File: src/rtl/hyperram_cmd_arbiter_pkg.sv
// Shared types and constants for the HyperRAM command arbiter.
//   arb_state_t : arbiter FSM state encoding
//   HR_DATA_W   : width of a HyperRAM write word
//   HR_RDATA_W  : width of the engine read-data word
package hyperram_pkg;

    localparam int unsigned HR_DATA_W  = 16;
    localparam int unsigned HR_RDATA_W = 32;

    typedef enum logic [1:0] {
        StIdle,
        StIssue,
        StWait,
        StGap
    } arb_state_t;

endpackage

File: src/rtl/hyperram_cmd_arbiter_if.sv
// Bundle of the requester-side and engine-side signals of the HyperRAM command arbiter.
//   slave  : arbiter view (takes requests and engine completion, drives grants/responses/command)
//   master : environment view (requesters plus the transaction engine)
// Requester signals are packed; requester i occupies slice i.
interface hyperram_cmd_arbiter_if #(
    parameter int unsigned NUM_REQ = 2,
    parameter int unsigned ADDR_W  = 32
) ();
    import hyperram_pkg::*;

    logic [NUM_REQ-1:0]           req;
    logic [NUM_REQ*ADDR_W-1:0]    req_addr;
    logic [NUM_REQ-1:0]           req_we;
    logic [NUM_REQ*HR_DATA_W-1:0] req_wdata;
    logic [NUM_REQ-1:0]           gnt;
    logic [NUM_REQ-1:0]           rsp_valid;
    logic [HR_RDATA_W-1:0]        rsp_rdata;
    logic                         rsp_err;

    logic                         eng_start;
    logic [ADDR_W-1:0]            eng_addr;
    logic                         eng_we;
    logic [HR_DATA_W-1:0]         eng_wdata;
    logic                         eng_done;
    logic [HR_RDATA_W-1:0]        eng_rdata;

    modport slave (
        input  req, req_addr, req_we, req_wdata, eng_done, eng_rdata,
        output gnt, rsp_valid, rsp_rdata, rsp_err, eng_start, eng_addr, eng_we, eng_wdata
    );

    modport master (
        output req, req_addr, req_we, req_wdata, eng_done, eng_rdata,
        input  gnt, rsp_valid, rsp_rdata, rsp_err, eng_start, eng_addr, eng_we, eng_wdata
    );

endinterface

File: src/rtl/hyperram_cmd_arbiter_rr_pick.sv
// Combinational round-robin selector.
//   i_req      : per-requester request levels
//   i_last_gnt : index of the most recently granted requester
//   o_valid    : at least one request is present
//   o_idx      : first requesting index scanning upward from i_last_gnt+1, wrapping
module rr_pick #(
    parameter int unsigned NUM_REQ = 2,
    localparam int unsigned IDX_W  = $clog2(NUM_REQ)
) (
    input  logic [NUM_REQ-1:0] i_req,
    input  logic [IDX_W-1:0]   i_last_gnt,
    output logic               o_valid,
    output logic [IDX_W-1:0]   o_idx
);

    logic [IDX_W-1:0] w_cand;

    always_comb begin
        o_valid = 1'b0;
        o_idx   = '0;
        w_cand  = '0;
        // Walk from farthest to nearest so the nearest requester after last_gnt is written last.
        for (int k = int'(NUM_REQ); k >= 1; k--) begin
            w_cand = IDX_W'((int'(i_last_gnt) + k) % int'(NUM_REQ));
            if (i_req[w_cand]) begin
                o_valid = 1'b1;
                o_idx   = w_cand;
            end
        end
    end

endmodule

File: src/rtl/hyperram_cmd_arbiter.sv
// Round-robin arbiter sharing one HyperRAM transaction engine between NUM_REQ requesters.
// Latches the winning command, pulses the engine start, waits for done or timeout, returns the
// response to the owner and enforces an idle gap before the next command.
//   clk, rst_n : clock, asynchronous active-low reset
//   bus        : requester and engine signals (slave modport)
//   o_busy     : high in every state except idle
// All outputs are registered.
module hyperram_cmd_arbiter
    import hyperram_pkg::*;
#(
    parameter int unsigned NUM_REQ        = 2,
    parameter int unsigned ADDR_W         = 32,
    parameter int unsigned GAP_CYCLES     = 4,
    parameter int unsigned TIMEOUT_CYCLES = 1024
) (
    input  logic                  clk,
    input  logic                  rst_n,
    hyperram_cmd_arbiter_if.slave bus,
    output logic                  o_busy
);

    localparam int unsigned      IDX_W     = $clog2(NUM_REQ);
    localparam int unsigned      TO_W      = $clog2(TIMEOUT_CYCLES);
    localparam logic [IDX_W-1:0] LAST_INIT = IDX_W'(NUM_REQ - 1);
    localparam logic [TO_W-1:0]  TO_LAST   = TO_W'(TIMEOUT_CYCLES - 1);
    localparam logic [7:0]       GAP_LAST  = 8'(GAP_CYCLES - 1);

    arb_state_t             r_state, w_state_nxt;
    logic [IDX_W-1:0]       r_last_gnt, w_last_gnt_nxt;
    logic [IDX_W-1:0]       r_owner, w_owner_nxt;
    logic [TO_W-1:0]        r_to_cnt, w_to_cnt_nxt;
    logic [7:0]             r_gap_cnt, w_gap_cnt_nxt;
    logic [NUM_REQ-1:0]     r_gnt, w_gnt_nxt;
    logic                   r_eng_start, w_eng_start_nxt;
    logic [ADDR_W-1:0]      r_eng_addr, w_eng_addr_nxt;
    logic                   r_eng_we, w_eng_we_nxt;
    logic [HR_DATA_W-1:0]   r_eng_wdata, w_eng_wdata_nxt;
    logic [NUM_REQ-1:0]     r_rsp_valid, w_rsp_valid_nxt;
    logic [HR_RDATA_W-1:0]  r_rsp_rdata, w_rsp_rdata_nxt;
    logic                   r_rsp_err, w_rsp_err_nxt;
    logic                   r_busy, w_busy_nxt;

    logic                   w_pick_valid;
    logic [IDX_W-1:0]       w_pick_idx;
    logic [ADDR_W-1:0]      w_addr_arr  [NUM_REQ];
    logic [HR_DATA_W-1:0]   w_wdata_arr [NUM_REQ];

    for (genvar g = 0; g < NUM_REQ; g++) begin : g_unpack
        assign w_addr_arr[g]  = bus.req_addr[g*ADDR_W +: ADDR_W];
        assign w_wdata_arr[g] = bus.req_wdata[g*HR_DATA_W +: HR_DATA_W];
    end

    rr_pick #(
        .NUM_REQ (NUM_REQ)
    ) u_rr_pick (
        .i_req      (bus.req),
        .i_last_gnt (r_last_gnt),
        .o_valid    (w_pick_valid),
        .o_idx      (w_pick_idx)
    );

    always_comb begin
        w_state_nxt     = r_state;
        w_last_gnt_nxt  = r_last_gnt;
        w_owner_nxt     = r_owner;
        w_to_cnt_nxt    = r_to_cnt;
        w_gap_cnt_nxt   = r_gap_cnt;
        w_gnt_nxt       = '0;
        w_eng_start_nxt = 1'b0;
        w_eng_addr_nxt  = r_eng_addr;
        w_eng_we_nxt    = r_eng_we;
        w_eng_wdata_nxt = r_eng_wdata;
        w_rsp_valid_nxt = '0;
        w_rsp_rdata_nxt = r_rsp_rdata;
        w_rsp_err_nxt   = r_rsp_err;

        case (r_state)
            StIdle: begin
                if (w_pick_valid) begin
                    w_owner_nxt             = w_pick_idx;
                    w_eng_addr_nxt          = w_addr_arr[w_pick_idx];
                    w_eng_we_nxt            = bus.req_we[w_pick_idx];
                    w_eng_wdata_nxt         = w_wdata_arr[w_pick_idx];
                    // Grant and start are registered so they appear during the ISSUE cycle.
                    w_gnt_nxt[w_pick_idx]   = 1'b1;
                    w_eng_start_nxt         = 1'b1;
                    w_state_nxt             = StIssue;
                end
            end
            StIssue: begin
                w_last_gnt_nxt = r_owner;
                w_to_cnt_nxt   = '0;
                w_state_nxt    = StWait;
            end
            StWait: begin
                // done is tested first so it wins a tie with the timeout.
                if (bus.eng_done) begin
                    w_rsp_rdata_nxt          = bus.eng_rdata;
                    w_rsp_err_nxt            = 1'b0;
                    w_rsp_valid_nxt[r_owner] = 1'b1;
                    w_gap_cnt_nxt            = '0;
                    w_state_nxt              = StGap;
                end else if (r_to_cnt == TO_LAST) begin
                    w_rsp_rdata_nxt          = '0;
                    w_rsp_err_nxt            = 1'b1;
                    w_rsp_valid_nxt[r_owner] = 1'b1;
                    w_gap_cnt_nxt            = '0;
                    w_state_nxt              = StGap;
                end else if (r_to_cnt != '1) begin
                    w_to_cnt_nxt = r_to_cnt + 1'b1;
                end
            end
            StGap: begin
                if (r_gap_cnt == GAP_LAST) begin
                    w_state_nxt = StIdle;
                end else if (r_gap_cnt != 8'hFF) begin
                    w_gap_cnt_nxt = r_gap_cnt + 8'd1;
                end
            end
            default: begin
                w_state_nxt = StIdle;
            end
        endcase

        w_busy_nxt = (w_state_nxt != StIdle);
    end

    always_ff @(posedge clk or negedge rst_n) begin
        if (!rst_n) begin
            r_state     <= StIdle;
            r_last_gnt  <= LAST_INIT;
            r_owner     <= '0;
            r_to_cnt    <= '0;
            r_gap_cnt   <= '0;
            r_gnt       <= '0;
            r_eng_start <= 1'b0;
            r_eng_addr  <= '0;
            r_eng_we    <= 1'b0;
            r_eng_wdata <= '0;
            r_rsp_valid <= '0;
            r_rsp_rdata <= '0;
            r_rsp_err   <= 1'b0;
            r_busy      <= 1'b0;
        end else begin
            r_state     <= w_state_nxt;
            r_last_gnt  <= w_last_gnt_nxt;
            r_owner     <= w_owner_nxt;
            r_to_cnt    <= w_to_cnt_nxt;
            r_gap_cnt   <= w_gap_cnt_nxt;
            r_gnt       <= w_gnt_nxt;
            r_eng_start <= w_eng_start_nxt;
            r_eng_addr  <= w_eng_addr_nxt;
            r_eng_we    <= w_eng_we_nxt;
            r_eng_wdata <= w_eng_wdata_nxt;
            r_rsp_valid <= w_rsp_valid_nxt;
            r_rsp_rdata <= w_rsp_rdata_nxt;
            r_rsp_err   <= w_rsp_err_nxt;
            r_busy      <= w_busy_nxt;
        end
    end

    assign bus.gnt       = r_gnt;
    assign bus.eng_start = r_eng_start;
    assign bus.eng_addr  = r_eng_addr;
    assign bus.eng_we    = r_eng_we;
    assign bus.eng_wdata = r_eng_wdata;
    assign bus.rsp_valid = r_rsp_valid;
    assign bus.rsp_rdata = r_rsp_rdata;
    assign bus.rsp_err   = r_rsp_err;
    assign o_busy        = r_busy;

endmodule

File: src/flat_wrapper.sv
// flat-port wrapper written by rule: the top's interface ports become plain ports
module hyperram_cmd_arbiter_flat import hyperram_pkg::*;
#(
    parameter int unsigned NUM_REQ        = 2,
    parameter int unsigned ADDR_W         = 32,
    parameter int unsigned GAP_CYCLES     = 4,
    parameter int unsigned TIMEOUT_CYCLES = 1024
)
  (clk, rst_n, o_busy, bus_req, bus_req_addr, bus_req_we, bus_req_wdata, bus_eng_done, bus_eng_rdata, bus_gnt, bus_rsp_valid, bus_rsp_rdata, bus_rsp_err, bus_eng_start, bus_eng_addr, bus_eng_we, bus_eng_wdata);
  hyperram_cmd_arbiter_if #(.NUM_REQ(NUM_REQ), .ADDR_W(ADDR_W)) bus_i ();
  input  logic clk;
  input  logic rst_n;
  output logic o_busy;
  input wire logic [$bits(bus_i.req)-1:0] bus_req;
  input wire logic [$bits(bus_i.req_addr)-1:0] bus_req_addr;
  input wire logic [$bits(bus_i.req_we)-1:0] bus_req_we;
  input wire logic [$bits(bus_i.req_wdata)-1:0] bus_req_wdata;
  input wire logic [$bits(bus_i.eng_done)-1:0] bus_eng_done;
  input wire logic [$bits(bus_i.eng_rdata)-1:0] bus_eng_rdata;
  output wire logic [$bits(bus_i.gnt)-1:0] bus_gnt;
  output wire logic [$bits(bus_i.rsp_valid)-1:0] bus_rsp_valid;
  output wire logic [$bits(bus_i.rsp_rdata)-1:0] bus_rsp_rdata;
  output wire logic [$bits(bus_i.rsp_err)-1:0] bus_rsp_err;
  output wire logic [$bits(bus_i.eng_start)-1:0] bus_eng_start;
  output wire logic [$bits(bus_i.eng_addr)-1:0] bus_eng_addr;
  output wire logic [$bits(bus_i.eng_we)-1:0] bus_eng_we;
  output wire logic [$bits(bus_i.eng_wdata)-1:0] bus_eng_wdata;
  assign bus_i.req = bus_req;
  assign bus_i.req_addr = bus_req_addr;
  assign bus_i.req_we = bus_req_we;
  assign bus_i.req_wdata = bus_req_wdata;
  assign bus_i.eng_done = bus_eng_done;
  assign bus_i.eng_rdata = bus_eng_rdata;
  assign bus_gnt = bus_i.gnt;
  assign bus_rsp_valid = bus_i.rsp_valid;
  assign bus_rsp_rdata = bus_i.rsp_rdata;
  assign bus_rsp_err = bus_i.rsp_err;
  assign bus_eng_start = bus_i.eng_start;
  assign bus_eng_addr = bus_i.eng_addr;
  assign bus_eng_we = bus_i.eng_we;
  assign bus_eng_wdata = bus_i.eng_wdata;
  hyperram_cmd_arbiter #(.NUM_REQ(NUM_REQ), .ADDR_W(ADDR_W), .GAP_CYCLES(GAP_CYCLES), .TIMEOUT_CYCLES(TIMEOUT_CYCLES)) u_core (.clk(clk), .rst_n(rst_n), .bus(bus_i), .o_busy(o_busy));
endmodule
File: config.mk
export PLATFORM = sky130hd
export DESIGN_NAME = hyperram_cmd_arbiter_flat
export DESIGN_NICKNAME = d
export VERILOG_FILES = /design/src/rtl/hyperram_cmd_arbiter_pkg.sv /design/src/rtl/hyperram_cmd_arbiter_if.sv /design/src/rtl/hyperram_cmd_arbiter_rr_pick.sv /design/src/rtl/hyperram_cmd_arbiter.sv /design/src/flat_wrapper.sv
export SDC_FILE = /design/constraint.sdc
export NUM_CORES = 1
export LEC_CHECK = 0
export CAP_MARGIN = 20
export CORE_ASPECT_RATIO = 1.25
export CORE_MARGIN = 4
export CORE_UTILIZATION = 30
export DETAILED_ROUTE_END_ITERATION = 12
export PLACE_DENSITY = 0.62
export SYNTH_ARGS = -nofsm -noshare
export SYNTH_HDL_FRONTEND = slang
export SYNTH_SLANG_ARGS = --single-unit
export TNS_END_PERCENT = 50
File: constraint.sdc
create_clock -name clk -period 1.6 [get_ports clk]
set_input_delay 0.24 -clock clk [delete_from_list [all_inputs] [get_ports clk]]
set_output_delay 0.24 -clock clk [all_outputs]
set_load 0.02 [all_outputs]
## After elaboration in Yosys (flattened, before gate mapping)

Cells that the tools add are included.

| word-level totals | value |
|---|---|
| register bits | 110 |

| cells by class | value |
|---|---|
| $add $sub $neg | 4 |
| order comparisons | 7 |
| equal/unequal tests | 13 |
| muxes and demuxes | 45 |
| bitwise logic cells | 1 |
| reduce and logical (&&, ||, !) cells | 11 |

Operators by type and width:

| cell | number |
|---|---|
| 32-bit 2-to-1 mux | 5 |
| 16-bit 2-to-1 mux | 3 |
| 8-bit 2-to-1 mux | 4 |
| 10-bit 2-to-1 mux | 3 |
| 10-bit one-hot mux with 2 select lines | 1 |
| 2-bit 2-to-1 mux | 9 |
| 1-bit 2-to-1 mux | 16 |
| 8-bit one-hot mux with 2 select lines | 1 |
| 10-bit by 1-bit adder with 10-bit output, second input constant | 1 |
| 10-bit equality test, second input constant | 1 |
| 10-bit != test, second input constant | 1 |
| 8-bit by 1-bit adder with 8-bit output, second input constant | 1 |
| 8-bit by 2-bit equality test with 1-bit output, second input constant | 1 |
| 1-bit by 2-bit less-than comparator with 1-bit output, second input constant | 4 |
| 8-bit != test, second input constant | 1 |
| 2-bit one-hot mux with 4 select lines | 1 |
| 4-bit AND reduction | 2 |
| 2-bit nonzero test | 4 |
| 2-bit != test, second input constant | 3 |
| 2-bit equality test, second input constant | 2 |
| 2-bit by 1-bit != test with 1-bit output, second input constant | 2 |
| 2-bit AND reduction | 2 |
| 3-bit by 2-bit != test with 1-bit output, second input constant | 1 |
| 1-bit adder, second input constant | 2 |
| other kinds (7) | 10 |

## Logic depth before layout (Yosys ltp)

Gate-level depths: netlist (run 1).

| depth | value |
|---|---|
| word-level depth | 11 |
| gate-level depth with buffers | 7 |

## Modules after synthesis

From an unflattened synthesis (run 1), not the netlist that was laid out.

| unflattened totals | value |
|---|---|
| cell total of the unflattened synthesis | 439 |
| area total of the unflattened synthesis | 4800.9 um^2 |

By module, submodules not included:

| module | instances | cells each | area an instance (um^2) | sequential area each (um^2) |
|---|---|---|---|---|
| hyperram_cmd_arbiter | 1 | 437 | 4787.1 | 2753.9 |
| rr_pick | 1 | 2 | 13.8 | 0.0 |

## Worst setup path before layout (run 1)

Ideal clock, no wire load.

| timing | value |
|---|---|
| path kind | reg-to-reg |
| start | register u_core.r_last_gnt |
| end | register u_core.r_eng_addr[0], in the netlist u_core.bus.eng_addr[0] |
| setup time | 0.127 ns |
| arrival time | 1.535 ns |
| data required time | 1.473 ns |
| path slack | -0.062 ns |
| stages on the path, launching flop included | 8 |
| path buffers | 3 |
| cell sequence | dfstp_2 -> a21boi_0 -> buf_2 -> and2_1 -> buf_2 -> clkbuf_1 -> a222oi_1 -> inv_1 |

| between the ends | value |
|---|---|
| word-level cells in the longest chain between the ends | 9 |

RTL lines:

| element | RTL line | RTL |
|---|---|---|
| from (decl) | hyperram_cmd_arbiter.sv:29 | `logic [IDX_W-1:0] r_last_gnt, w_last_gnt_nxt;` |
| from (signal assigned) | hyperram_cmd_arbiter.sv:146 | `r_last_gnt <= w_last_gnt_nxt;` |
| 1-bit adder | hyperram_cmd_arbiter_rr_pick.sv:24 | `w_cand = IDX_W'((int'(i_last_gnt) + k) % int'(NUM_REQ));` |
| 1-bit 2-to-1 mux (not written as such) (2 in series) | hyperram_cmd_arbiter_rr_pick.sv:25 | `if (i_req[w_cand]) begin` |
| 1-bit 2-to-1 mux (2 in series) | hyperram_cmd_arbiter_rr_pick.sv:25 |  |
| 1-bit NOT with 2-bit output (not written as such) | hyperram_cmd_arbiter.sv:81 | `w_eng_addr_nxt = w_addr_arr[w_pick_idx];` |
| 32-bit 2-to-1 mux (not written as such) (3 in series) | hyperram_cmd_arbiter.sv:81 |  |
| to (signal assigned) | hyperram_cmd_arbiter.sv:152 | `r_eng_addr <= w_eng_addr_nxt;` |
| to (decl) | hyperram_cmd_arbiter.sv:35 | `logic [ADDR_W-1:0] r_eng_addr, w_eng_addr_nxt;` |

Several ways; a longest one is shown, not always the timed one. The select of a mux whose other input is x is not followed.
A chain may end at the register's enable or synchronous reset.

## Worst setup path after layout (run 1)

| timing | value |
|---|---|
| start | register u_core.r_to_cnt[9] |
| end | register u_core.r_to_cnt[9] |

| between the ends | value |
|---|---|
| word-level cells in the longest chain between the ends | 5 |

RTL lines:

| element | RTL line | RTL |
|---|---|---|
| from (decl) | hyperram_cmd_arbiter.sv:31 | `logic [TO_W-1:0] r_to_cnt, w_to_cnt_nxt;` |
| from (signal assigned) | hyperram_cmd_arbiter.sv:148 | `r_to_cnt <= w_to_cnt_nxt;` |
| 10-bit by 1-bit adder with 10-bit output | hyperram_cmd_arbiter.sv:110 | `w_to_cnt_nxt = r_to_cnt + 1'b1;` |
| 10-bit 2-to-1 mux | hyperram_cmd_arbiter.sv:109 | `end else if (r_to_cnt != '1) begin` |
| 10-bit 2-to-1 mux | hyperram_cmd_arbiter.sv:103 | `end else if (r_to_cnt == TO_LAST) begin` |
| 10-bit 2-to-1 mux | hyperram_cmd_arbiter.sv:97 | `if (bus.eng_done) begin` |
| 10-bit one-hot mux with 2 select lines | hyperram_cmd_arbiter.sv:77 | `case (r_state)` |

Several ways; a longest one is shown, not always the timed one. The select of a mux whose other input is x is not followed.

==> results of run 1 <==
## report_power, final
part | total, uW | internal (uW) | switching [uW]
combinational | 6570 | 3410 | 3160
sequential | 4610 | 3920 | 691
clock | 2220 | 1160 | 1060
## logic make-up after synthesis
group                    after synthesis  share of synthesized area
AND/OR/NAND/NOR                       74                    0.08789
multiplexers                          10                    0.02246
adder cells (fa/ha/maj)                2                   0.005544
XOR/XNOR                               5                   0.009705
AO/OA/AOI/OAI                        109                     0.2007
buffers and inverters                 71                    0.06349
flip-flops                           110                     0.6102
## state kept, by name, summed over array words and instances (netlist names), 2 cells and up
register	cells
u_core.bus.eng_wdata	16
u_core.r_state	2
u_core.bus.eng_addr	32
u_core.r_gap_cnt	8
u_core.bus.gnt	2
u_core.bus.rsp_valid	2
u_core.r_to_cnt	10
u_core.bus.rsp_rdata	32
## timing repair
item | in CTS | in global routing
endpoints found under the setup margin | 81 | 107
hold buffers | 1 | 0
resized for setup | 17 | 58
buffers inserted | 0 | 6
pin swaps | 5 | 45
hold endpoints to repair | 107 | 0
gates cloned | 0 | 3
## layout make-up
class	instances	area [um2]	share of cell area
clock buffer	11	252.7	0.03191
inverter	44	165.2	0.02085
clock inverter	5	43.79	0.005529
timing repair buffer	277	2863	0.3615
multi-input combinational	200	1617	0.2041
tap	178	222.7	0.02812
sequential	110	2756	0.3480
## layout by cell type, fill, tap and decap left out, types with 3 or more instances in the layout
master                            instances
sky130_fd_sc_hd__clkdlybuf4s50_1        173
sky130_fd_sc_hd__dfrtp_1                107
sky130_fd_sc_hd__inv_1                   44
sky130_fd_sc_hd__buf_4                   42
sky130_fd_sc_hd__a222oi_1                41
sky130_fd_sc_hd__dlymetal6s2s_1          40
sky130_fd_sc_hd__a22o_1                  33
sky130_fd_sc_hd__nand2_1                 15
sky130_fd_sc_hd__nor2_1                  14
sky130_fd_sc_hd__o21ai_0                 14
sky130_fd_sc_hd__clkbuf_16               11
sky130_fd_sc_hd__nand3_1                 10
sky130_fd_sc_hd__mux2i_1                  9
sky130_fd_sc_hd__dlygate4sd2_1            8
sky130_fd_sc_hd__buf_12                   7
sky130_fd_sc_hd__a31oi_1                  6
sky130_fd_sc_hd__clkinv_4                 5
sky130_fd_sc_hd__buf_6                    4
sky130_fd_sc_hd__and3_1                   3
sky130_fd_sc_hd__and2_1                   3
sky130_fd_sc_hd__nor2_2                   3
sky130_fd_sc_hd__a21oi_1                  3
sky130_fd_sc_hd__nand2b_1                 3
sky130_fd_sc_hd__nand4_1                  3
sky130_fd_sc_hd__nor3b_1                  3
sky130_fd_sc_hd__nor4_4                   3
sky130_fd_sc_hd__xnor2_1                  3
## cells in the mapped netlist (all sizes together), types with 2 or more instances
library cell | count | share of area
nand2b | 3 | 0.0042
inv | 44 | 0.037
nand2 | 17 | 0.015
a31oi | 6 | 0.0083
o211ai | 2 | 0.0033
nor4 | 4 | 0.0055
a22o | 33 | 0.064
xor2 | 2 | 0.0039
and2 | 4 | 0.0055
nor3b | 4 | 0.0091
nand4 | 4 | 0.0069
nor2 | 17 | 0.014
xnor2 | 3 | 0.0058
ha | 2 | 0.0055
nand3 | 10 | 0.011
and3 | 4 | 0.0055
nor3 | 2 | 0.0022
a222oi | 41 | 0.091
a21oi | 4 | 0.0044
dfrtp | 109 | 0.60
clkbuf | 16 | 0.013
buf | 11 | 0.014
mux2i | 9 | 0.020
o21ai | 17 | 0.019
## layer usage
layer	routed length, um	up-vias
li1	-	1939
met1	5545	2023
met2	7705	167
met3	975	28
met4	361	0
met5	0	-
## final timing paths
path,startpoint,depth (start not counted),end
hold reg to reg,u_core.r_owner$_DFFE_PN0P_,1,u_core.bus.rsp_valid[0]$_DFF_PN0_
hold / removal,rst_n,2,u_core.r_to_cnt[7]$_DFFE_PN0P_
min in group clk,u_core.r_owner$_DFFE_PN0P_,1,u_core.bus.rsp_valid[0]$_DFF_PN0_
setup reg to reg,u_core.r_to_cnt[9]$_DFFE_PN0P_,7,u_core.r_to_cnt[9]$_DFFE_PN0P_
max in group asynchronous,rst_n,3,u_core.r_last_gnt$_DFFE_PN1N_
setup / recovery,u_core.r_to_cnt[9]$_DFFE_PN0P_,7,u_core.r_to_cnt[9]$_DFFE_PN0P_
## through the flow
stage	setup WS, ns	setup TNS (ns)	total power [uW]	hold WS (ns)	util
after floorplan	-0.01746	-0.4430	7767	-0.05559	-
after global placement	-0.3082	-10.94	11010	0.08093	0.4994
after detailed placement	-0.3624	-12.68	11140	0.08257	0.4994
after CTS	-0.03863	-0.07205	13390	0.2484	0.5220
after global routing	-0.09321	-3.534	14220	0.2677	0.5428
final	-0.03079	-0.3638	13410	0.2566	0.5428
==> out/results.env, run 1 <==
SYNTHTOLAYOUTAREAGROWTH_PCT=75.49
CTS_ROOT_BUF='sky130_fd_sc_hd__clkbuf_16'
CRITICAL_PATH.MAX_STAGE_DELAY_NS=0.39
WORSTPATHBUFFERINVERTERCOUNT=2
AVGROUTEDWIREPERCELL_UM=17.68
WORST-SLEW-PIN-TRANSITION_NS=0.4167
ANTENNA_FOUND_INITIAL=0
FLOORPLAN.DIE.WIDTH_UM=117.7
GLOBAL_ROUTE.USAGE.MET2=0.2953
PEAKVDDDROP_V=0.0007017
SYNTH_ENABLE_FLOP_CELLS=0
GRT_PASS1_VIAS=4476
POST-DP-HPWL_MM=10.59
DIE_H_UM=145.1
TIMING.CRITICAL_PATH.TO_TYPE='register'
POSTLAYOUTCELLAREA_UM2=7920
PORT_BUFFERS=222
REG2REG_SLACK_NS=-0.03
BOUNDARY_PIN_COUNT=223
CTS_MAX_PATH_BUFFERS=2
POSTSYNTHREGISTERBITS=110
GRT_USE_MET3=0.04827
RUN_STATUS='finished, violations left'
MAX_CAP_VIOLATIONS=0
HTREEDEPTH=3
MAXCLOCKFREQUENCY_GHz=0.6132
LAYOUT.FILLER_CELLS=1255
GLOBAL_ROUTE.OVERFLOW_TOTAL=0
POST-ROUTE-DRC-COUNT=0
TIMING.FINAL.CRIT_SHARE=1.019
SYNTH_FP_NETS=518
SLOWEST_CELL_ON_THE_CRITICAL_PATH='sky130_fd_sc_hd__dfrtp_1'
CORE_UM2=14590
SYN-CELL-AREA_UM2=4513
DETAILROUTE.VIA_COUNT=4157
CLKSLEWWORSTSETUPHOLDPATHS_NS=0.07
GRT_FIRST_PASS_WIRELENGTH_MM=22.46
CP_DATA_ARRIVAL_TIME_NS=1.87
POSTSYNTH.ASYNCRESETSHARE=1.000
TIMING.SLEW.HEADROOM=0.7214
RSZ0062_AT_GRT='yes'
YOSYS_WARNING_TOTAL=0
WORSTPATHMAXFANOUT=4
ROUTE.FINAL.WIRE_LENGTH_MM=14.59
INSTANCES_NO_FILL=825
FINAL_MAX_SLEW_VIOL_COUNT=0
INITIAL_CELL_DENSITY_OF_THE_CORE=0.3093
PATH_CELLS='and3_4 > nor3b_4 > buf_6 > buf_4 > nor4_4 > xnor2_1 > nor2_1'
GPL.FINAL_WEIGHTED_CONGESTION=0.7942
SYNTHESIZED_AREA_PER_CELL_UM2=11.85
SYNTH_FLOP_CELL='sky130_fd_sc_hd__dfrtp_1'
TIMING.CRITICAL_PATH.MAX_DELAY_FAMILY='simple AND/OR/NAND/NOR gates'
GRT_MOST_USED_LAYER='met2'
GRTUSAGETOTAL=0.1614
TIMING.FINAL.CRIT_PERIOD_NS=1.631
POWER.STATIC_LEAKAGE_uW=0.004217
DETAILED_PLACE.AREA_UM2=7287
CTS_SINKS=110
SYN-INSTANCE-COUNT=381
DRIVE_ABOVE_1_SHARE=0.1484
GRT_MAX_DEGREE=53
GRTUSAGEMET1=0.1727
DETAIL_ROUTE.ITER0.VIOLATIONS=299
ANT_NETS=0
YOSYSSEQAREASHARE=0.6102
SETUP_VIOLATIONS=25
COUNT_OF_DIFFERENT_CELL_MASTERS_AFTER_SYNTHESIS=42
WORST_SETUP_PATH_START_KIND='register'
NUM_ROWS=49
OVERALL_DIE_AREA_UM2=17080
WORST_SKEW_PAIR_LATENCY_NS=0.35
TIMING.CRITICAL_PATH.REQUIRED_NS=1.84
CTS_TREE='built'
VIOLATIONS='negative setup slack'
CRITICAL_PATH_CLASS='reg2reg'
DRT_FIRST_PASS_ITERS=9
CLOCK_SKEW_NS=0.005984
ROUTE.DETAILED.VIAS_PER_INST=5.039
WORSTHOLDPATHTYPE='in2async'
LAYOUT.NETS=779
DP.CELLS=799
CELLPOWERDENSITY_nW_PER_UM2=1693
POSTLAYOUTSETUPSLACKWORST_NS=-0.03079
FINAL_HOLD_VIOL_COUNT=0
ANTENNA_CELLS_INSERTED=0
CTS-BUFFERS-INSERTED=9
No activity file was read; power rests on OpenSTA's default activity.
==> run 2: changes to the inputs <==
--- a/config.mk
+++ b/config.mk
@@ -8,9 +8,9 @@
 export CAP_MARGIN = 20
 export CORE_ASPECT_RATIO = 1.25
 export CORE_MARGIN = 4
-export CORE_UTILIZATION = 30
+export CORE_UTILIZATION = 37
 export DETAILED_ROUTE_END_ITERATION = 12
-export PLACE_DENSITY = 0.62
+export PLACE_DENSITY = 0.75
 export SYNTH_ARGS = -nofsm -noshare
 export SYNTH_HDL_FRONTEND = slang
 export SYNTH_SLANG_ARGS = --single-unit
==> out/results.env, run 2 (synthesis results as in run 1) <==
PORT_BUFFERS=222  # unchanged
FINAL_MAX_SLEW_VIOL_COUNT=0  # unchanged
AVGROUTEDWIREPERCELL_UM=18.58  # +5.1%
DP.CELLS=783  # -2.0%
GRT_FIRST_PASS_WIRELENGTH_MM=22.29  # -0.77%
ROUTE.DETAILED.VIAS_PER_INST=5.266  # +4.5%
WORSTPATHBUFFERINVERTERCOUNT=1  # -1
GRT_PASS1_VIAS=4481  # +0.11%
CLKSLEWWORSTSETUPHOLDPATHS_NS=0.07  # about the same
GRT_MAX_DEGREE=62  # +17%
GRTUSAGETOTAL=0.1976  # +0.03616
OVERALL_DIE_AREA_UM2=14040  # -18%
CTS_MAX_PATH_BUFFERS=2  # unchanged
RUN_STATUS='finished, violations left'
LAYOUT.NETS=780  # +0.13%
POSTLAYOUTCELLAREA_UM2=7883  # -0.47%
SYNTHTOLAYOUTAREAGROWTH_PCT=74.66
WORSTHOLDPATHTYPE='in2async'
PEAKVDDDROP_V=0.0007999  # +14%
ANTENNA_CELLS_INSERTED=0  # unchanged
CRITICAL_PATH.MAX_STAGE_DELAY_NS=0.41  # +0.02 ns
POSTLAYOUTSETUPSLACKWORST_NS=-0.04558  # -0.01479 ns
CTS_ROOT_BUF='sky130_fd_sc_hd__clkbuf_16'
VIOLATIONS='negative setup slack'
CTS_TREE='built'
LEADING_CELL_TYPES_IN_THE_LAYOUT_FILL_AND_TAPS_EXCLUDED='sky130_fd_sc_hd__clkdlybuf4s50_1, sky130_fd_sc_hd__dfrtp_1, sky130_fd_sc_hd__inv_1'
FINAL_HOLD_VIOL_COUNT=0  # unchanged
SLOWEST_CELL_ON_THE_CRITICAL_PATH='sky130_fd_sc_hd__dfrtp_1'
CRITICAL_PATH.REG2REG.ENDPOINT='u_core.r_gap_cnt[2]$_DFFE_PN0P_'
WORSTPATHMAXFANOUT=3  # -1
ROUTE.FINAL.WIRE_LENGTH_MM=15.03  # +3.0%
POST-ROUTE-DRC-COUNT=0  # unchanged
ANT_NETS=0  # unchanged
CP_NUM_CELLS=5  # -2
TIMING.CRITICAL_PATH.MAX_DELAY_FAMILY='simple AND/OR/NAND/NOR gates'
LAYOUT.FILLER_CELLS=948  # -24%
MAXCLOCKFREQUENCY_GHz=0.6077  # -0.90%
CORE_UM2=11780  # -19%
CRITICAL_PATH_CLASS='reg2reg'
DETAILED_PLACE.AREA_UM2=7261  # -0.36%
TIMING.FINAL.CRIT_SHARE=1.028  # +0.009246
HTREEDEPTH=3  # unchanged
DRT_FIRST_PASS_ITERS=8  # -1
LAYOUT_COMMONEST_CELL='sky130_fd_sc_hd__clkdlybuf4s50_1'
GLOBAL_ROUTE.OVERFLOW_TOTAL=0  # unchanged
TIMING.SLEW.HEADROOM=0.7236  # +0.002216
INSTANCES_NO_FILL=809  # -1.9%
TIMING.CRITICAL_PATH.REQUIRED_NS=1.83  # about the same
GPL.FINAL_WEIGHTED_CONGESTION=0.8993  # +13%
RSZ0062_AT_GRT='yes'
FIN_WORST_HOLD_SLACK_NS=0.3738  # +0.1173 ns
WORST_SETUP_PATH_START_KIND='register'
INITIAL_CELL_DENSITY_OF_THE_CORE=0.3831  # +0.07378
WORST-SLEW-PIN-TRANSITION_NS=0.4146  # -0.002157 ns
CLOCK_SKEW_NS=0.009803  # +0.003818 ns
TIMING.CRITICAL_PATH.TO_TYPE='register'
DETAILROUTE.VIA_COUNT=4260  # +2.5%
REG2REG_SLACK_NS=-0.05  # about the same
DIE_H_UM=131.5  # -9.4%
RR_WORST_DEPTH=5  # -2
SETUP_VIOLATIONS=28  # +12%
DETAIL_ROUTE.ITER0.VIOLATIONS=223  # -25%
REGTOREGSTARTPOINT='u_core.r_gap_cnt[5]$_DFFE_PN0P_'
FLOORPLAN.DIE.WIDTH_UM=106.8  # -9.3%
PATH_CELLS='nor4_1 > and3_1 > a21oi_2 > buf_4 > a221o_1'
BOUNDARY_PIN_COUNT=223  # unchanged
CP_DATA_ARRIVAL_TIME_NS=1.87  # about the same
CELLPOWERDENSITY_nW_PER_UM2=1724  # +1.8%
POWER.STATIC_LEAKAGE_uW=0.004010  # -4.9%
MAX_CAP_VIOLATIONS=0  # unchanged
NUM_ROWS=44  # -10%
DRIVE_ABOVE_1_SHARE=0.1481  # -0.0002290
ANTENNA_FOUND_INITIAL=0  # unchanged
CTS_SINKS=110  # unchanged
WORST_SKEW_PAIR_LATENCY_NS=0.34  # about the same
POST-DP-HPWL_MM=10.61  # +0.21%
CTS-BUFFERS-INSERTED=9  # unchanged
TIMING.FINAL.CRIT_PERIOD_NS=1.646  # +0.01479 ns
[run 2: metal layers]
metal | global-route usage | wire length (um) | share of wire
met1 | 0.2202 | 5262 | 0.35
met2 | 0.3561 | 8306 | 0.55
met3 | 0.05790 | 1148 | 0.076
met4 | 0.06681 | 314 | 0.021
met5 | 0 | 0 | 0
[run 2: how the worst max path moves through the flow]
stage                                            to                             from  slack, ns
2_1_floorplan       u_core.r_gap_cnt[2]$_DFFE_PN0P_   u_core.r_to_cnt[0]$_DFFE_PN0P_      -0.02
3_3_place_gp         u_core.r_to_cnt[6]$_DFFE_PN0P_                     bus_eng_done      -0.30
3_5_place_dp        u_core.r_gap_cnt[6]$_DFFE_PN0P_                     bus_eng_done      -0.29
4_1_cts             u_core.r_gap_cnt[2]$_DFFE_PN0P_   u_core.r_to_cnt[1]$_DFFE_PN0P_      -0.02
5_1_grt        u_core.bus.rsp_rdata[31]$_DFFE_PN0P_   u_core.r_to_cnt[0]$_DFFE_PN0P_      -0.10
6_report            u_core.r_gap_cnt[2]$_DFFE_PN0P_  u_core.r_gap_cnt[5]$_DFFE_PN0P_      -0.05
[run 2: area by class of cell]
type	count	area, um2	share of cell area
Timing Repair Buffer	278	2864	0.3633
Sequential cell	110	2755	0.3495
Multi-Input combinational cell	200	1577	0.2000
Clock buffer	12	266.5	0.03381
Tap cell	161	201.4	0.02556
Inverter	44	165.2	0.02095
Clock inverter	4	53.80	0.006825
[run 2: metrics by stage]
stage / utilization / total power [uW] / setup TNS (ns) / setup slack, ns
after floorplan: - / 7767 / -0.4430 / -0.01746
after global placement: 0.6163 / 10990 / -9.158 / -0.2964
after detailed placement: 0.6163 / 11170 / -11.75 / -0.2885
after CTS: 0.6473 / 13580 / -0.04804 / -0.01753
after global routing: 0.6691 / 14330 / -3.122 / -0.1000
final: 0.6691 / 13590 / -0.4544 / -0.04558
[run 2: report_power, final]
part           total (uW)  switching [uW]  leakage [uW]  internal [uW]
Sequential           4640             714       0.00141           3920
Combinational        6610            3200       0.00245           3410
Clock                2340             993      0.000151           1350
Total               13600            4910       0.00401           8680
[run 2: repair_timing]
action / 4_1_cts / 5_1_grt
hold buffers: 1 / 0
pin swaps: 5 / 25
endpoints found under the hold margin: 27 / 0
setup buffers: 1 / 4
endpoints found under the setup margin: 59 / 114
cloned: 0 / 5
resized for setup: 18 / 41
[run 2: worst reg2reg max path, stage by stage (launching register included)]
cell	delay, ns
sky130_fd_sc_hd__dfrtp_1	0.41
sky130_fd_sc_hd__nor4_1	0.30
sky130_fd_sc_hd__and3_1	0.26
sky130_fd_sc_hd__a21oi_2	0.12
sky130_fd_sc_hd__buf_4	0.15
sky130_fd_sc_hd__a221o_1	0.30
==> run 3: changes to the inputs <==
--- a/config.mk
+++ b/config.mk
@@ -10,6 +10,7 @@
 export CORE_MARGIN = 4
 export CORE_UTILIZATION = 37
 export DETAILED_ROUTE_END_ITERATION = 12
+export MAX_ROUTING_LAYER = met4
 export PLACE_DENSITY = 0.75
 export SYNTH_ARGS = -nofsm -noshare
 export SYNTH_HDL_FRONTEND = slang
==> out/results.env, run 3 (synthesis results as in run 1) <==
GRTUSAGETOTAL=0.2039  # +0.006387
MAX_CAP_VIOLATIONS=0  # unchanged
CLKSLEWWORSTSETUPHOLDPATHS_NS=0.07  # about the same
POST-DP-HPWL_MM=10.61  # unchanged
DETAIL_ROUTE.ITER0.VIOLATIONS=275  # +23%
CORE_UM2=11780  # unchanged
POST-ROUTE-DRC-COUNT=0  # unchanged
WORST_SETUP_PATH_START_KIND='register'
OVERALL_DIE_AREA_UM2=14040  # unchanged
WORSTHOLDPATHTYPE='in2async'
WORST_SKEW_PAIR_LATENCY_NS=0.34  # about the same
RR_WORST_DEPTH=6  # +1
PEAKVDDDROP_V=0.0007998  # about the same
INITIAL_CELL_DENSITY_OF_THE_CORE=0.3831  # unchanged
PATH_CELLS='buf_4 > nand4_1 > o21ai_0 > a21oi_2 > buf_4 > a221o_1'
ANTENNA_CELLS_INSERTED=0  # unchanged
DIE_H_UM=131.5  # unchanged
SYNTHTOLAYOUTAREAGROWTH_PCT=74.13
VIOLATIONS='negative setup slack'
GRT_PASS1_VIAS=4492  # +0.25%
CTS-BUFFERS-INSERTED=9  # unchanged
MAXCLOCKFREQUENCY_GHz=0.6021  # -0.93%
CLOCK_SKEW_NS=0.009444  # -0.0003586 ns
SETUP_VIOLATIONS=19  # -32%
TIMING.CRITICAL_PATH.MAX_DELAY_FAMILY='compound AO/OA/AOI/OAI gates'
CP_NUM_CELLS=6  # +1
POSTLAYOUTCOREUTIL=0.6671  # -0.002018
TIMING.FINAL.CRIT_PERIOD_NS=1.661  # +0.01537 ns
LAYOUT.NETS=779  # -0.13%
WORST_PATH_MOST_REPEATED_CELL='sky130_fd_sc_hd__buf_4'
GLOBAL_ROUTE.OVERFLOW_TOTAL=0  # unchanged
CELLPOWERDENSITY_nW_PER_UM2=1724  # about the same
FLOORPLAN.DIE.WIDTH_UM=106.8  # unchanged
PORT_BUFFERS=222  # unchanged
GPL.FINAL_WEIGHTED_CONGESTION=0.9147  # +1.7%
CTS_TREE='built'
AVGROUTEDWIREPERCELL_UM=18.48  # -0.52%
POWER.STATIC_LEAKAGE_uW=0.004025  # +0.37%
HTREEDEPTH=3  # unchanged
TIMING.SLEW.HEADROOM=0.7239  # about the same
TIMING.FINAL.CRIT_SHARE=1.038  # +0.009609
POSTLAYOUTSETUPSLACKWORST_NS=-0.06096  # -0.01537 ns
CTS_ROOT_BUF='sky130_fd_sc_hd__clkbuf_16'
DRT_FIRST_PASS_ITERS=8  # unchanged
FINAL_MAX_SLEW_VIOL_COUNT=0  # unchanged
WORSTPATHMAXFANOUT=7  # +4
DRIVE_ABOVE_1_SHARE=0.1468  # -0.001317
TIMING.CRITICAL_PATH.TO_TYPE='register'
GRT_FIRST_PASS_WIRELENGTH_MM=22.26  # -0.13%
DETAILROUTE.VIA_COUNT=4273  # +0.31%
ROUTE.DETAILED.VIAS_PER_INST=5.288  # +0.43%
DP.CELLS=783  # unchanged
GRT_MAX_DEGREE=62  # unchanged
CRITICAL_PATH.MAX_STAGE_DELAY_NS=0.36  # -0.05 ns
BOUNDARY_PIN_COUNT=223  # unchanged
NUM_ROWS=44  # unchanged
LAYOUT_COMMONEST_CELL='sky130_fd_sc_hd__clkdlybuf4s50_1'
INSTANCES_NO_FILL=808  # -0.12%
FIN_WORST_HOLD_SLACK_NS=0.3741  # +0.0003040 ns
LEADING_CELL_TYPES_IN_THE_LAYOUT_FILL_AND_TAPS_EXCLUDED='sky130_fd_sc_hd__clkdlybuf4s50_1, sky130_fd_sc_hd__dfrtp_1, sky130_fd_sc_hd__inv_1'
WORST-SLEW-PIN-TRANSITION_NS=0.4141  # -0.0004697 ns
FINALPOWER_uW=13550  # -0.30%
CTS_SINKS=110  # unchanged
ANT_NETS=0  # unchanged
ROUTE.FINAL.WIRE_LENGTH_MM=14.94  # -0.64%
CP_DATA_ARRIVAL_TIME_NS=1.89  # +0.02 ns
ANTENNA_FOUND_INITIAL=0  # unchanged
FINAL_HOLD_VIOL_COUNT=0  # unchanged
CRITICAL_PATH_CLASS='reg2reg'
WORSTPATHBUFFERINVERTERCOUNT=2  # +1
SLOWEST_CELL_ON_THE_CRITICAL_PATH='sky130_fd_sc_hd__dfrtp_1'
TIMING.CRITICAL_PATH.REQUIRED_NS=1.83  # about the same
RSZ0062_AT_GRT='yes'
RUN_STATUS='finished, violations left'
CTS_MAX_PATH_BUFFERS=2  # unchanged
run 3: changes by cell type in the layout (fill, tap and decap cells not counted), sizes merged:
cell and change:
clkdlybuf4s50 -2, dlymetal6s2s +2, clkbuf -1
run 3: worst paths after layout:
kind | startpoint | slack, ns | endpoint
max | u_core.r_gap_cnt[4]$_DFFE_PN0P_ | -0.06 | u_core.r_gap_cnt[2]$_DFFE_PN0P_
min | rst_n | 0.37 | u_core.r_to_cnt[7]$_DFFE_PN0P_
max reg2reg | u_core.r_gap_cnt[4]$_DFFE_PN0P_ | -0.06 | u_core.r_gap_cnt[2]$_DFFE_PN0P_
min reg2reg | u_core.r_owner$_DFFE_PN0P_ | 0.47 | u_core.bus.rsp_valid[0]$_DFF_PN0_
max in group asynchronous | rst_n | 0.60 | u_core.bus.rsp_rdata[6]$_DFFE_PN0P_
min in group clk | u_core.r_owner$_DFFE_PN0P_ | 0.47 | u_core.bus.rsp_valid[0]$_DFF_PN0_
run 3: cell type report:
type / count / area (um2)
Fill cell: 951 / 3923
Timing Repair Buffer: 277 / 2844
Sequential cell: 110 / 2755
Multi-Input combinational cell: 200 / 1573
Clock buffer: 12 / 266.5
Tap cell: 161 / 201.4
Inverter: 44 / 165.2
Clock inverter: 4 / 53.80
run 3: timing repair:
action                     4_1_cts  5_1_grt
buffers inserted                 1        4
pin swaps                        5       25
cloned                           0        4
hold endpoints to repair        27        0
resized for setup               18       42
hold buffers                     1        0
setup endpoints to repair       59      116
run 3: metrics by stage:
step | worst slack, ns | cell area, um2 | TNS, ns
floorplan | -0.01746 | 4538 | -0.4430
global placement | -0.2964 | 7261 | -9.158
detailed placement | -0.2885 | 7261 | -11.75
CTS | -0.01753 | 7626 | -0.04804
global route | -0.1209 | 7859 | -2.642
finish | -0.06096 | 7859 | -0.2709
run 3: routing by layer:
metal | GRT usage | vias to the layer above | part of all wire
met5 | - | - | 0
met4 | 0.07107 | 0 | 0.023
met3 | 0.04711 | 34 | 0.064
met2 | 0.3543 | 195 | 0.55
met1 | 0.2284 | 2106 | 0.37
li1 | - | 1938 | -
run 3: where the power goes:
part | internal [uW] | leakage (uW) | switching, uW
combinational | 3380 | 0.00246 | 3190
clock | 1350 | 0.000151 | 994
sequential | 3920 | 0.00141 | 713
